$ cat config.mk
export PLATFORM = sky130hd
export DESIGN_NAME = imm12_encoder
export DESIGN_NICKNAME = d
export VERILOG_FILES = /design/src/rtl/imm12_encoder_pkg.sv /design/src/rtl/imm12_encoder.sv
export SDC_FILE = /design/constraint.sdc
export NUM_CORES = 1
export LEC_CHECK = 0
export CAP_MARGIN = 10
export CORE_ASPECT_RATIO = 1.25
export CORE_MARGIN = 4
export CORE_UTILIZATION = 51
export DETAILED_ROUTE_END_ITERATION = 7
export GPL_ROUTABILITY_DRIVEN = 0
export PLACE_DENSITY = 0.83
export SLEW_MARGIN = 10
export SYNTH_ARGS = -nofsm -noshare
export SYNTH_HDL_FRONTEND = slang
export SYNTH_SLANG_ARGS = --single-unit
$ cat constraint.sdc
create_clock -name clk -period 2 [get_ports clk]
set_input_delay 0.2 -clock clk [delete_from_list [all_inputs] [get_ports clk]]
set_output_delay 0.2 -clock clk [all_outputs]
set_load 0.01 [all_outputs]
$ cat src/rtl/imm12_encoder_pkg.sv
// -----------------------------------------------------------------------------
// imm12_encoder_pkg
//
// Shared widths for the 12-bit shifter-operand encoder and its matching
// decoder (val2_generator). The rotate/immediate split is common to both
// sides so that decode(encode(x)) == x holds by construction.
//
// Contents:
//   WORD_WIDTH_DEF             default data word width (32)
//   SHIFTER_OPERAND_WIDTH_DEF  default encoded operand width (12)
//   ROT_FIELD_WIDTH            width of the even-rotate field (4)
//   IMM8_WIDTH                 width of the rotated immediate (8)
// -----------------------------------------------------------------------------
package imm12_encoder_pkg;

    localparam int WORD_WIDTH_DEF            = 32;
    localparam int SHIFTER_OPERAND_WIDTH_DEF = 12;
    localparam int ROT_FIELD_WIDTH           = 4;
    localparam int IMM8_WIDTH                = 8;

endpackage

$ cat src/rtl/imm12_encoder.sv
// -----------------------------------------------------------------------------
// imm12_encoder
//
// Iterative encoder producing the 12-bit shifter operand that val2_generator
// expands back into a 32-bit Val2.
//
//   is_for_memory = 0 : plain mode, operand is value[11:0] zero-extended,
//                       resolved in a single step.
//   is_for_memory = 1 : rotated mode, searches rot = 0..15 one per cycle for
//                       the smallest rot with rol(value, 2*rot) < 256 and
//                       emits {rot, imm8}.
//
// Ports:
//   clk            rising-edge clock
//   rst            synchronous active-high reset
//   in_valid       request present
//   in_ready       block can accept a request (IDLE only)
//   value          constant to encode (captured on accept)
//   is_for_memory  mode select (captured on accept)
//   out_valid      result available (DONE)
//   out_ready      consumer takes the result
//   shift_operand  encoded field, {rot, imm8} in rotated mode
//   encodable      1 if shift_operand reproduces value
// -----------------------------------------------------------------------------
module imm12_encoder
    import imm12_encoder_pkg::*;
#(
    parameter int WORD_WIDTH            = WORD_WIDTH_DEF,
    parameter int SHIFTER_OPERAND_WIDTH = SHIFTER_OPERAND_WIDTH_DEF
) (
    input  logic                             clk,
    input  logic                             rst,
    input  logic                             in_valid,
    output logic                             in_ready,
    input  logic [WORD_WIDTH-1:0]            value,
    input  logic                             is_for_memory,
    output logic                             out_valid,
    input  logic                             out_ready,
    output logic [SHIFTER_OPERAND_WIDTH-1:0] shift_operand,
    output logic                             encodable
);

    typedef enum logic [1:0] {
        ST_IDLE,
        ST_SEARCH,
        ST_DONE
    } state_t;

    state_t                             state_q, state_d;
    logic [ROT_FIELD_WIDTH-1:0]         rot_q, rot_d;
    logic [WORD_WIDTH-1:0]              work_q, work_d;
    logic [SHIFTER_OPERAND_WIDTH-1:0]   operand_q, operand_d;
    logic                               encodable_q, encodable_d;

    // Circular left shift by one even-rotate step (2 bits).
    function automatic logic [WORD_WIDTH-1:0] rol2(input logic [WORD_WIDTH-1:0] w);
        return {w[WORD_WIDTH-3:0], w[WORD_WIDTH-1:WORD_WIDTH-2]};
    endfunction

    // The current rotation fits when only the low immediate bits are set.
    function automatic logic fits_imm8(input logic [WORD_WIDTH-1:0] w);
        return (w[WORD_WIDTH-1:IMM8_WIDTH] == '0);
    endfunction

    // Plain mode only accepts values that zero-extend from the operand width.
    function automatic logic fits_plain(input logic [WORD_WIDTH-1:0] w);
        return (w[WORD_WIDTH-1:SHIFTER_OPERAND_WIDTH] == '0);
    endfunction

    // -------------------------------------------------------------------------
    // Next-state and datapath update
    // -------------------------------------------------------------------------
    always_comb begin
        state_d     = state_q;
        rot_d       = rot_q;
        work_d      = work_q;
        operand_d   = operand_q;
        encodable_d = encodable_q;

        unique case (state_q)
            ST_IDLE: begin
                if (in_valid) begin
                    if (is_for_memory) begin
                        state_d = ST_SEARCH;
                        rot_d   = '0;
                        work_d  = value;
                    end else begin
                        state_d     = ST_DONE;
                        encodable_d = fits_plain(value);
                        operand_d   = fits_plain(value) ? value[SHIFTER_OPERAND_WIDTH-1:0] : '0;
                    end
                end
            end

            ST_SEARCH: begin
                // Testing rot in ascending order guarantees the smallest
                // valid rotation wins when several would work.
                if (fits_imm8(work_q)) begin
                    state_d     = ST_DONE;
                    operand_d   = {rot_q, work_q[IMM8_WIDTH-1:0]};
                    encodable_d = 1'b1;
                end else if (rot_q == '1) begin
                    state_d     = ST_DONE;
                    operand_d   = '0;
                    encodable_d = 1'b0;
                end else begin
                    // Invariant: work == rol(value, 2*rot).
                    rot_d  = rot_q + ROT_FIELD_WIDTH'(1);
                    work_d = rol2(work_q);
                end
            end

            ST_DONE: begin
                if (out_ready) begin
                    state_d = ST_IDLE;
                end
            end

            default: begin
                state_d = ST_IDLE;
            end
        endcase
    end

    // -------------------------------------------------------------------------
    // State and result registers
    // -------------------------------------------------------------------------
    always_ff @(posedge clk) begin
        if (rst) begin
            state_q     <= ST_IDLE;
            rot_q       <= '0;
            work_q      <= '0;
            operand_q   <= '0;
            encodable_q <= 1'b0;
        end else begin
            state_q     <= state_d;
            rot_q       <= rot_d;
            work_q      <= work_d;
            operand_q   <= operand_d;
            encodable_q <= encodable_d;
        end
    end

    assign in_ready      = (state_q == ST_IDLE);
    assign out_valid     = (state_q == ST_DONE);
    assign shift_operand = operand_q;
    assign encodable     = encodable_q;

endmodule
# Word level (Yosys, flattened, before mapping)
# Index checks and enable logic that the tools add are counted.
[classes]
n_addsub = 1
reduce_logical = 7
n_eq_ne = 10
mux = 27
[ops]
columns = ["operator", "count"]
rows = [
  ["2-to-1 mux 32 bit", 4],
  ["case mux 32 bit (2 select lines)", 1],
  ["2-to-1 mux 12 bit", 5],
  ["zero test 24 bit", 1],
  ["case mux 12 bit (2 select lines)", 1],
  ["zero test 20 bit", 1],
  ["2-to-1 mux 4 bit", 4],
  ["2-to-1 mux 2 bit", 5],
  ["!= test 2 bit (second input constant)", 4],
  ["case mux 4 bit (2 select lines)", 1],
  ["case mux 2 bit (3 select lines)", 1],
  ["AND reduction 5 bit", 1],
  ["adder 4 x 1 -> 4 bit (second input constant)", 1],
  ["== test 4 bit (second input constant)", 1],
  ["2-to-1 mux 1 bit", 4],
  ["!= test 2 x 1 -> 1 bit (second input constant)", 2],
  ["AND reduction 4 bit", 1],
  ["!= test 3 bit (second input constant)", 1],
  ["AND reduction 3 bit", 1],
  ["== test 2 x 1 -> 1 bit (second input constant)", 1],
  ["== test 2 bit (second input constant)", 1],
  ["zero test 2 bit", 1],
  ["case mux 1 bit (2 select lines)", 1],
  ["nonzero test 2 bit", 1],
]
[word_totals]
output_inout_bits = 15
wordCells = 50
input_bits = 37
reg_bits = 51

# Longest topological paths before layout
# Gate-level depths: netlist of run 1.
[depth]
ltp_word = 5
mapped_depth = 8
depth_no_buf = 6

# Worst setup path before layout of run 1
# No wires, ideal clock.
[synth_path]
path_kind = "register to register"
start = "reg rot_q[0]"
end = "reg rot_q[2]"
slack_ns = 0.328
required_time_ns = 1.884
n_path_buf = 2
setup_ns = 0.116
synth_period_minus_slack_ns = 1.672
t_arrival_ns = 1.556
path_stages_with_launch = 9
cell_sequence = "dfxtp_1 > ha_1 > and3_1 > o21ai_0 > o211a_1 > buf_2 > buf_6 > o21ai_0 > a31o_1"
[synth_between]
elab_chain_cells = 4
word_cells_on_any_way = 7
[synth_rtl]
columns = ["element", "line_no", "text"]
rows = [
  ["start, declared", "imm12_encoder.sv:50", "logic [ROT_FIELD_WIDTH-1:0] rot_q, rot_d;"],
  ["start signal, assigned", "imm12_encoder.sv:137", "rot_q <= rot_d;"],
  ["adder 4 x 1 -> 4 bit", "imm12_encoder.sv:108", "rot_d = rot_q + ROT_FIELD_WIDTH'(1);"],
  ["2-to-1 mux 4 bit", "imm12_encoder.sv:102", "end else if (rot_q == '1) begin"],
  ["2-to-1 mux 4 bit", "imm12_encoder.sv:98", "if (fits_imm8(work_q)) begin"],
  ["case mux 4 bit (2 select lines)", "imm12_encoder.sv:80", "unique case (state_q)"],
]
# Several ways; a longest one is shown, not always the timed one. The select of a mux whose other input is x is not followed.
# A chain may end at the register's enable or synchronous reset.

# Final worst setup path of run 1
[layout_path]
start = "reg work_q[20]"
end = "reg work_q[18]"
[layout_between]
elab_chain_cells = 3
[layout_rtl]
columns = ["element", "line_no", "text"]
rows = [
  ["start, declared", "imm12_encoder.sv:51", "logic [WORD_WIDTH-1:0] work_q, work_d;"],
  ["start signal, assigned", "imm12_encoder.sv:138", "work_q <= work_d;"],
  ["zero test 24 bit", "imm12_encoder.sv:62", "return (w[WORD_WIDTH-1:IMM8_WIDTH] == '0);"],
  ["!= test 2 bit (no line)", "n/a", ""],
  ["AND reduction 5 bit (no line)", "n/a", ""],
]
# No other way between the ends.

==> out/results.ini, run 1 <==
[synthesis]
syn_area_per_cell_sq_um = 8.36
synth_top_cell_by_area = dfxtp_1
synth.distinct_cells = 32
syn_inst = 297
synth_seq_cells = 51
yosysMostFrequentCell = nand2_1
synth.area.top_cells = dfxtp_1, nand2_1, a311oi_1
syn_nets = 335
postSynth.asyncResetShare_pct = 0
seq_area_frac_synth_pct = 41.1
synthesis.area_sq_um = 2480
synth_edf_count = 0
synth_common_cells = nand2_1, dfxtp_1, nor2_1, a311oi_1
synth_top_area_share_pct = 41.1
synth_warnings = 0
ys.flop_type = dfxtp_1

[timing]
hold_viol = 0
final.period_utilization_pct = 98.1
drv_slew = 0
slew_headroom_pct = 61.8
finalWorstSetupSlack_ns = 0.0389
tns_ns = 0
setup_viol = 0
fin_crit_ns = 1.96
fin_skew_ns = 0.00853
tightest_slew_ns = 0.574
fmax_ghz = 0.510

[clock_tree]
cts_hold_buf = 0
ctsHtreeMaxLevel = 2
clk_pin_slew_ns = 0.09
cts_num_sinks = 51
cts_buffers = 5
cts_tree = done
cts_root_buffer = clkbuf_8
insertion_delay_ns = 0.31
clk_path_buf_depth = 2

[finish]
fin_util_pct = 70.8
fin_nets = 392
antenna_cells = 0
instances_no_fill = 414
multiInputGateArea_sq_um = 1370
seqCellArea_sq_um = 1020
fill_cells = 373
drive_gt1_share_pct = 17.5
areaGrowthSynthToFinish_pct = 34.9

[power_and_ir_drop]
power_density_nw_per_um2 = 869
p_leak_nw = 1.20
fin_total_pwr_mw = 2.91
ir_worst_vdd_mv = 0.490

[flow_run]
maxCapViolations = 0

[run_status]
status = finished clean

[floorplanning]
fp.dieH_microns = 86
rows = 28
die_w_microns = 70.4
initial_utilization_pct = 52.5
core_sq_um = 4730
pin_count = 52
die-area_sq_um = 6050

[worst_setup_path]
r2r_slack_ns = 0.04
worstReg2RegStart = work_q[20]
crit_arrival_ns = 2.16
crit_path_start_kind = flip-flop
end_kind = flip-flop
cp.required_ns = 2.20
r2r-end = work_q[18]
path_max_fanout = 6
crit_type = reg -> reg
worstRegToRegCells = 7

[grt]
grt-ovfl-total = 0
antenna_found_initial = 0
grt_pass1_wl_microns = 10800
grt_use_total_pct = 21.5
grt_pass1_vias = 2341
grt_max_degree = 38

[drt]
drc_errors = 0
routed_wl_microns = 6860
drt_iter0_drc = 161
wl_per_cell_microns = 16.6
detail-route-antenna-nets = 0
via_count = 2514
viasPerCell = 6.07
drt_pre_antenna_iters = 4

[place]
place_hpwl_microns = 4550
dp_cells = 400
numPortBuffers = 51
dp_slack_ns = -0.0844

[worst_hold_path]
min_to = rot_q[1]
hold_start = rst
min_path_type = in -> reg
hold_depth = 2

[worst max-delay path, cell delays in order (launching register included)]
cell and delay, ns:
dfxtp_1 0.34, nor4_2 0.28, nand4_1 0.21, o211a_4 0.32, buf_4 0.15, buf_4 0.12, buf_2 0.15, a311oi_1 0.28
[cell families after synthesis]
group           count (synthesis)  share of synthesized area, %
fa+ha+maj                       1                         0.504
buf+inv                        30                          6.40
flops                          51                          41.1
simple gates                  133                          23.2
compound gates                 82                          28.8
[per-stage QoR]
stage	cell area, sq um	hold slack [ns]
4_1_cts	3190	0.384
3_3_place_gp	3090	0.482
6_report	3350	0.393
2_1_floorplan	2480	0.359
5_1_grt	3350	0.401
3_5_place_dp	3090	0.492
[cells in the final DEF (no fill, tap or decap), drive strengths merged, types with 3 or more instances in the layout]
master,synthesis,layout
nand2,67,67
dfxtp,51,51
clkdlybuf4s50,0,50
nor2,37,37
a311oi,32,32
buf,12,26
a21oi,16,16
a211oi,14,14
a32oi,12,12
nor4,11,11
clkbuf,16,7
nand3,4,4
nor2b,4,4
o21ai,3,3
[layer usage]
metal | GRT usage [%] | part of all wire [%]
met3 | 4.69 | 5.8
met5 | 0 | 0
met1 | 27.8 | 43
met2 | 35.6 | 50
met4 | 6.97 | 1.2
[registers in the layout, summed over array words and instances (netlist names)]
signal         count
encodable          1
shift_operand     12
rot_q              4
state_q            2
work_q            32
[worst max path at each step]
stage                              from                to  slack (ns)  cells past startpoint
after global routing         work_q[16]        work_q[18]       -0.05                      7
after global placement    is_for_memory        work_q[18]       -0.03                      7
after floorplan                rot_q[0]          rot_q[2]        0.33                      8
final                        work_q[20]        work_q[18]        0.04                      7
after detailed placement  is_for_memory        work_q[22]       -0.08                      7
after CTS                    work_q[26]  shift_operand[4]        0.05                      7
[cell type report]
cell class	instances	share of cell area [%]
clock buffers	6	2.17
repair buffers	78	23.1
well taps	60	2.24
multi-input cells	216	40.8
clock inverters	1	0.897
inverters	2	0.224
flip-flops and latches	51	30.6
[report_power, final]
part / internal (mW) / leakage, nW / total, mW / switching (mW)
Clock: 0.367 / 0.0513 / 0.697 / 0.330
Combinational: 0.469 / 0.729 / 0.919 / 0.450
Sequential: 1.16 / 0.421 / 1.29 / 0.133
[what timing repair did]
action	4_1_cts	5_1_grt
resized for setup	0	15
endpoints found under the setup margin	0	31
buffers inserted	0	5
Note: power is estimated with default switching activity, not from simulation.
==> inputs of run 2 (changes only) <==
Settings changed: MAX_ROUTING_LAYER from default to met4.
==> out/results.ini, run 2 (synthesis gave the netlist of run 1 again) <==
[run_status]
status = finished clean

[finish]
mostFrequentLayoutCell = nand2_1
seqCellArea_sq_um = 1020
fin_util_pct = 70.8
final_cell_mix = nand2_1, clkdlybuf4s50_1, dfxtp_1
instances_no_fill = 414
fin_nets = 392
top_register = work_q
largest_reg_flops = 32
drive_gt1_share_pct = 17.2
antenna_cells = 0
fill_cells = 374
areaGrowthSynthToFinish_pct = 34.8
multiInputGateArea_sq_um = 1370

[clock_tree]
cts_tree = done
cts_num_sinks = 51
insertion_delay_ns = 0.31
clk_path_buf_depth = 2
ctsHtreeMaxLevel = 2
clk_pin_slew_ns = 0.09
cts_hold_buf = 0
cts_root_buffer = clkbuf_8
cts_buffers = 5

[worst_setup_path]
cp.required_ns = 2.20
path_max_fanout = 18
r2r-end = work_q[28]
crit_type = reg -> reg
worst-path-buf-inv = 3
slowest_stage = dfxtp_1
r2r_slack_ns = 0.05
crit_arrival_ns = 2.15
end_kind = flip-flop
cp_top_family = compound AO/OA/AOI/OAI gates
crit_path_max_incr_delay_ns = 0.34
startpoint = work_q[20]
worstRegToRegCells = 7
crit_path_start_kind = flip-flop
cp_cell_sequence = nor4_2 > nand4_1 > o211a_4 > buf_12 > clkbuf_16 > buf_4 > a311oi_1
worstReg2RegStart = work_q[20]

[power_and_ir_drop]
switchingPower_mw = 0.909
ir_worst_vdd_mv = 0.494
combPwrFrac_pct = 31.5
seq_power_share_pct = 44.4
power_density_nw_per_um2 = 868
p_leak_nw = 1.20
p_sw_share_pct = 31.3
power_frac_clock_pct = 24.0
p_int_mw = 2.00

[floorplanning]
initial_utilization_pct = 52.5
rows = 28
die_w_microns = 70.4
core_sq_um = 4730
fp.dieH_microns = 86
die-area_sq_um = 6050
pin_count = 52

[timing]
setup_viol = 0
fin_crit_ns = 1.95
final.period_utilization_pct = 97.6
hold_viol = 0
fmax_ghz = 0.512
drv_slew = 0
tightest_slew_ns = 0.572
slew_headroom_pct = 61.9
fin_skew_ns = 0.00791

[place]
numPortBuffers = 51
dp_cells = 400
place_hpwl_microns = 4550

[worst_hold_path]
hold_start = rst
min_to = rot_q[1]
hold_depth = 2
min_path_type = in -> reg

[drt]
detail-route-antenna-nets = 0
routed_wl_microns = 6790
drt_iter0_drc = 173
viasPerCell = 6.04
wl_per_cell_microns = 16.4
drc_errors = 0
via_count = 2499
drt_pre_antenna_iters = 4

[grt]
grt_pass1_wl_microns = 10800
grt_max_degree = 38
grt_use_total_pct = 22.2
grt-ovfl-total = 0
grt_pass1_vias = 2339
antenna_found_initial = 0

[flow_run]
maxCapViolations = 0

[run 2: cell counts in the layout (fill, tap and decap cells not counted)]
Identical to the previous run, type by type.
[run 2: area by class of cell]
cell class                      instances  share of cell area (%)
Clock buffer                            6                    2.17
Clock inverter                          1                   0.897
Inverter                                2                   0.224
Multi-Input combinational cell        216                    40.8
Sequential cell                        51                    30.6
Tap cell                               60                    2.24
Timing Repair Buffer                   78                    23.1
[run 2: power by group through the flow]
| stage | clock network, mW | registers [mW] | logic [mW] |
|---|---|---|---|
| 2_1_floorplan | 0 | 1.28 | 0.503 |
| 3_3_place_gp | 0 | 1.29 | 0.778 |
| 3_5_place_dp | 0 | 1.29 | 0.802 |
| 4_1_cts | 0.703 | 1.27 | 0.806 |
| 5_1_grt | 0.744 | 1.31 | 0.997 |
| 6_report | 0.698 | 1.29 | 0.916 |
[run 2: worst reg2reg max path: stages, from the launching register on]
cell	delay, ns
dfxtp_1	0.34
nor4_2	0.28
nand4_1	0.21
o211a_4	0.32
buf_12	0.13
clkbuf_16	0.17
buf_4	0.14
a311oi_1	0.26
[run 2: routing by layer]
metal | share of wire [%] | GRT usage [%]
met3 | 6.7 | 4.69
met5 | 0 | -
met2 | 51 | 35.7
met4 | 1.3 | 6.97
met1 | 41 | 27.8
[run 2: how the worst max path moves through the flow]
stage                             endpoint  cells after the start
final                           work_q[28]                      7
after global routing            work_q[18]                      7
after CTS                 shift_operand[4]                      7
after detailed placement        work_q[22]                      7
after global placement          work_q[18]                      7
after floorplan                   rot_q[2]                      8
[run 2: metrics by stage]
stage	setup slack (ns)	total power [mW]	setup TNS, ns	hold WS [ns]	instance area [sq um]
5_1_grt	-0.0499	3.05	-0.151	0.401	3350
3_3_place_gp	-0.0306	2.07	-0.290	0.482	3090
2_1_floorplan	0.328	1.78	0	0.359	2480
6_report	0.0486	2.91	0	0.387	3350
4_1_cts	0.0546	2.78	0	0.384	3190
3_5_place_dp	-0.0844	2.09	-1.45	0.492	3090
[run 2: repair_timing]
| item | 4_1_cts | 5_1_grt |
|---|---|---|
| endpoints found under the setup margin | 0 | 31 |
| buffers inserted | 0 | 5 |
| resized for setup | 0 | 14 |
| endpoints found under the hold margin | 0 | 0 |
